<file path="src/rtl/prio_enc_rr.sv">
// Registered W-input priority encoder with LSB/MSB/round-robin selection,
// valid/ready handshake on both sides and an empty-request flag.
module prio_enc_rr #(
  parameter  int W    = 8,
  parameter  int MODE = 0,
  localparam int PW   = $clog2(W)
) (
  input  logic          clk,
  input  logic          rst_n,
  input  logic          in_valid,
  output logic          in_ready,
  input  logic [W-1:0]  req,
  output logic          out_valid,
  input  logic          out_ready,
  output logic [PW-1:0] out_pos,
  output logic [W-1:0]  out_onehot,
  output logic          out_none
);

  logic          out_valid_q, out_valid_d;
  logic [PW-1:0] out_pos_q, out_pos_d;
  logic [W-1:0]  out_onehot_q, out_onehot_d;
  logic          out_none_q, out_none_d;
  logic [PW-1:0] rr_ptr_q, rr_ptr_d;

  logic          acc_in;
  logic          req_any;
  logic [PW-1:0] lsb_pos, msb_pos, rr_pos, grant;

  assign in_ready = ~out_valid_q | out_ready;
  assign acc_in   = in_valid & in_ready;
  assign req_any  = |req;

  always_comb begin
    lsb_pos = '0;
    msb_pos = '0;
    for (int i = W - 1; i >= 0; i--) begin
      if (req[i]) lsb_pos = PW'(i);
    end
    for (int i = 0; i < W; i++) begin
      if (req[i]) msb_pos = PW'(i);
    end
  end

  // Scan downward from rr_ptr+W-1 so the last hit is the first set bit at or
  // above rr_ptr; rr_ptr < W keeps the wrapped index below 2W.
  always_comb begin
    int idx;
    rr_pos = '0;
    for (int k = W - 1; k >= 0; k--) begin
      idx = int'(rr_ptr_q) + k;
      if (idx >= W) idx = idx - W;
      if (req[PW'(idx)]) rr_pos = PW'(idx);
    end
  end

  always_comb begin
    if (MODE == 1)      grant = msb_pos;
    else if (MODE == 2) grant = rr_pos;
    else                grant = lsb_pos;
  end

  // NOTE: every output of this block gets a default first, so no path can
  // leave one unassigned and infer a latch.
  always_comb begin
    out_valid_d  = out_valid_q;
    out_pos_d    = out_pos_q;
    out_onehot_d = out_onehot_q;
    out_none_d   = out_none_q;
    rr_ptr_d     = rr_ptr_q;
    if (acc_in) begin
      out_valid_d = 1'b1;
      out_none_d  = ~req_any;
      if (req_any) begin
        out_pos_d    = grant;
        out_onehot_d = W'(1) << grant;
        if (MODE == 2) begin
          rr_ptr_d = (int'(grant) == W - 1) ? '0 : grant + PW'(1);
        end
      end else begin
        out_pos_d    = '0;
        out_onehot_d = '0;
      end
    end else if (out_ready) begin
      out_valid_d = 1'b0;
    end
  end

  // NOTE: sequential state uses non-blocking assignments only, so every flop
  // samples the pre-edge values regardless of block evaluation order.
  always_ff @(posedge clk or negedge rst_n) begin
    if (!rst_n) begin
      out_valid_q  <= 1'b0;
      out_pos_q    <= '0;
      out_onehot_q <= '0;
      out_none_q   <= 1'b0;
      rr_ptr_q     <= '0;
    end else begin
      out_valid_q  <= out_valid_d;
      out_pos_q    <= out_pos_d;
      out_onehot_q <= out_onehot_d;
      out_none_q   <= out_none_d;
      rr_ptr_q     <= rr_ptr_d;
    end
  end

  assign out_valid  = out_valid_q;
  assign out_pos    = out_pos_q;
  assign out_onehot = out_onehot_q;
  assign out_none   = out_none_q;

endmodule

</file>
<file path="config.mk">
export PLATFORM = sky130hd
export DESIGN_NAME = prio_enc_rr
export DESIGN_NICKNAME = d
export VERILOG_FILES = /design/src/rtl/prio_enc_rr.sv
export SDC_FILE = /design/constraint.sdc
export NUM_CORES = 1
export LEC_CHECK = 0
export ABC_AREA = 1
export BUFFER_PORTS_ARGS = -buffer_cell sky130_fd_sc_hd__buf_2
export CAP_MARGIN = 25
export CORE_MARGIN = 4
export CORE_UTILIZATION = 49
export CTS_BUF_LIST = sky130_fd_sc_hd__clkbuf_8
export DETAILED_ROUTE_END_ITERATION = 8
export PLACE_DENSITY = 0.92
export SLEW_MARGIN = 20
export SYNTH_ARGS = -nofsm -noshare
export SYNTH_HDL_FRONTEND = slang
export SYNTH_SLANG_ARGS = --single-unit
</file>
<file path="constraint.sdc">
create_clock -name clk -period 1.1 [get_ports clk]
set_input_delay 0.055 -clock clk [delete_from_list [all_inputs] [get_ports clk]]
set_output_delay 0.055 -clock clk [all_outputs]
set_load 0.02 [all_outputs]
</file>
==> summary.txt <==
Yosys
  – Syn_nets: a little under 90
  – Synth area leaders: dfrtp_1 48%, nand2_1 14%, nand3_4 5.2%
  – Synth Cell Area: about 680 um^2
  – Post-synth cell types: 18
  – Syn Inst Count: 75
  – Sequential share of the synthesized area: 0.480
  – Yosys top cell area share: 0.480
  – Top-count cell post-synth: nand2_1
  – FF+latch count, synth: 13
  – Post-synth EDFFs: 0
  – Yosys warns: 0
  – Asr flop ratio synth: 1.00
  – Top cells by count, synth: 26 x nand2_1, 13 x dfrtp_1, 5 x inv_1, 5 x o21ai_1, 4 x nand4_1
  – Dominant synthesized flop cell: dfrtp_1
  – Synth Area per Inst: 9.04 um^2
  – Leading area contributor after synthesis: dfrtp_1

Run
  – Max Cap Viol: 0

Pwr
  – Sw Pwr: ~0.00035 W
  – Pint: approximately 0.00085 W
  – Pwr Density: between 1000 and 1500 nW/um^2
  – Leak: 0.497 nW
  – Comb pwr share: 0.216
  – Sw Share: 0.294
  – Sequential share of power: 0.441
  – Clk network pwr share: 0.343
  – Peak VDD IR: 0.766 mV

STA
  – # setup viols final: 0
  – Final clock skew: between 0.003 and 0.004 ns
  – Actual slew at the worst max-slew pin: ~0.28 ns
  – Setup TNS: 0 ns
  – Final WS setup: between 0.05 and 0.06 ns
  – WHS: ~0.15 ns
  – Hold Violations, Final: 0
  – RSZ-0062 raised after global routing: true
  – Min Tclk post-route: ~1.0 ns
  – Max Slew Vio Count: 0
  – Slew HR: 0.812
  – Final period util: 0.950
  – Fmax: around 960 MHz

Drt
  – Mean routed wirelength per cell: ~12 um
  – Drt total wl: 1.47 mm
  – Met2 WL: approximately 770 um
  – Initial DRC count: 11
  – Vias: ~630
  – Vias per cell: 5.21
  – Detail Route Antenna Nets: 0
  – M1 wire length: 538 um
  – Met3 wire len: around 120 um
  – DRC violations left: 0
  – Highest Signal Layer: met4
  – First-pass DRT Iterations: 4

Final layout
  – Area Growth Syn to Fin: 32.5%
  – Nets: between 100 and 150
  – N_diodes: 0
  – Layout cells sized above 1: 0.438
  – Post-layout util: 0.690

Global routing
  – Initial antenna violation count: 0
  – All-Layer GR Usage: 0.172
  – First-pass GRT wire length: between 2 and 2.5 mm
  – Largest net degree at the start of global routing: 14
  – Global route total overflow: 0
  – Vias in the first global route: 577

Clock network
  – H-tree depth: 1
  – TritonCTS clock tree: done
  – Clk sink count: 13
  – Insertion delay to the later sink of the worst-skew pair: roughly 0.24 ns
  – Clk root buf: clkbuf_8
  – Max Buffers Root-to-Sink: 2
  – Clock slew at reported path FFs: about 0.050 ns
  – Post-CTS Setup Inserts: 0
  – CTS buffer count: 3

Critical path
  – Crit path launch type: register
  – Worst Path Required: around 1.3 ns
  – CP endpoint kind: register
  – Critical path class: register to register
  – Crit-path max FO: 9
  – Worst Path Arrival: between 1 and 1.5 ns

Placed design
  – DP Wirelength: about 1.2 mm
  – Pre-CTS worst setup slack: about 0.048 ns
  – Port Buffer Count: 25
  – GP Congestion: about 0.75

Floorplan
  – Die width: 45.2 um
  – Rows: 13
  – Initial Util: 0.521
  – Die Ht: 45.2 um
  – I/O pin cnt: 26
  – Die area: 2040 um^2
  – Core area: roughly 1300 um^2

Status
  – Status: completed

Min path
  – Hold Path Class: primary input to register
-- cell families after synthesis --
kind of cell | synth area share
and+or+nand+nor | 0.371
DFF | 0.480
AOI/OAI and AO/OA | 0.0904
buffers and inverters | 0.0590
-- power groups by stage --
stage                     registers, W  clock network (W)  logic, W
after CTS                     0.000528           0.000422  0.000250
after global placement        0.000535                  0  0.000238
after detailed placement      0.000536                  0  0.000247
after floorplan               0.000577                  0  0.000111
after global routing          0.000532           0.000445  0.000283
final                         0.000528           0.000410  0.000258
-- metrics by stage --
stage / std cells / instance area (um^2) / total power, W
6_report: 120 / 898 / 0.00120
5_1_grt: 120 / 898 / 0.00126
4_1_cts: 120 / 881 / 0.00120
3_5_place_dp: 115 / 826 / 0.000783
3_3_place_gp: 115 / 826 / 0.000773
2_1_floorplan: 75 / 679 / 0.000688
-- critical path: stages, from the launching register on --
cell and delay, ns:
dfrtp_2 0.41, nand2_4 0.12, nand2_8 0.09, a31oi_4 0.17, nand4_1 0.11, nand2_1 0.07
-- routing by layer --
metal	vias to the layer above	GRT usage
met4	0	0.123
met1	288	0.184
met5	-	0
li1	302	-
met3	4	0.0359
met2	31	0.297
-- flip-flops by register name, summed over array words and instances, names as in the netlist --
name	flops
out_pos	3
out_none	1
out_onehot	8
out_valid	1
-- final cells by class --
type | count | area [um^2]
Sequential cell | 13 | 327
Timing Repair Buffer | 27 | 143
Tap cell | 15 | 18.8
Fill cell | 110 | 403
Multi-Input combinational cell | 52 | 330
Inverter | 9 | 35.0
Clock inverter | 1 | 3.75
Clock buffer | 3 | 41.3
-- path summary, 6_finish.rpt --
path	start	endpoint	slack, ns	cells past startpoint
worst max-delay path	out_valid$_DFFE_PN0P_	out_onehot[3]$_DFFE_PN0P_	0.06	5
worst min register to register	out_onehot[6]$_DFFE_PN0P_	out_onehot[6]$_DFFE_PN0P_	0.47	2
worst max register to register	out_valid$_DFFE_PN0P_	out_onehot[3]$_DFFE_PN0P_	0.06	5
max in group asynchronous	rst_n	out_valid$_DFFE_PN0P_	0.64	2
min in group asynchronous	rst_n	out_onehot[6]$_DFFE_PN0P_	0.22	2
worst min-delay path	in_valid	out_pos[2]$_DFFE_PN0P_	0.15	3
-- layout by cell type, fill, tap and decap left out, types with 2 or more instances in the layout --
master    Yosys  final
buf_2         1     25
clkbuf_8      0      3
dfrtp_1      13     12
inv_1         5      6
inv_2         3      3
nand2_1      26     26
nand2_2       2      2
nand2_4       3      2
nand3_1       3      3
nand3_4       2      2
nand4_1       4      4
nor2_4        2      2
o21ai_1       5      5
-- repair_timing --
| item | in CTS | in global routing |
|---|---|---|
| setup endpoints to repair | 0 | 4 |
| hold endpoints to repair | 13 | 0 |
| resized for setup | 0 | 2 |
| hold buffers | 1 | 0 |
(Power assumes the default switching activity.)
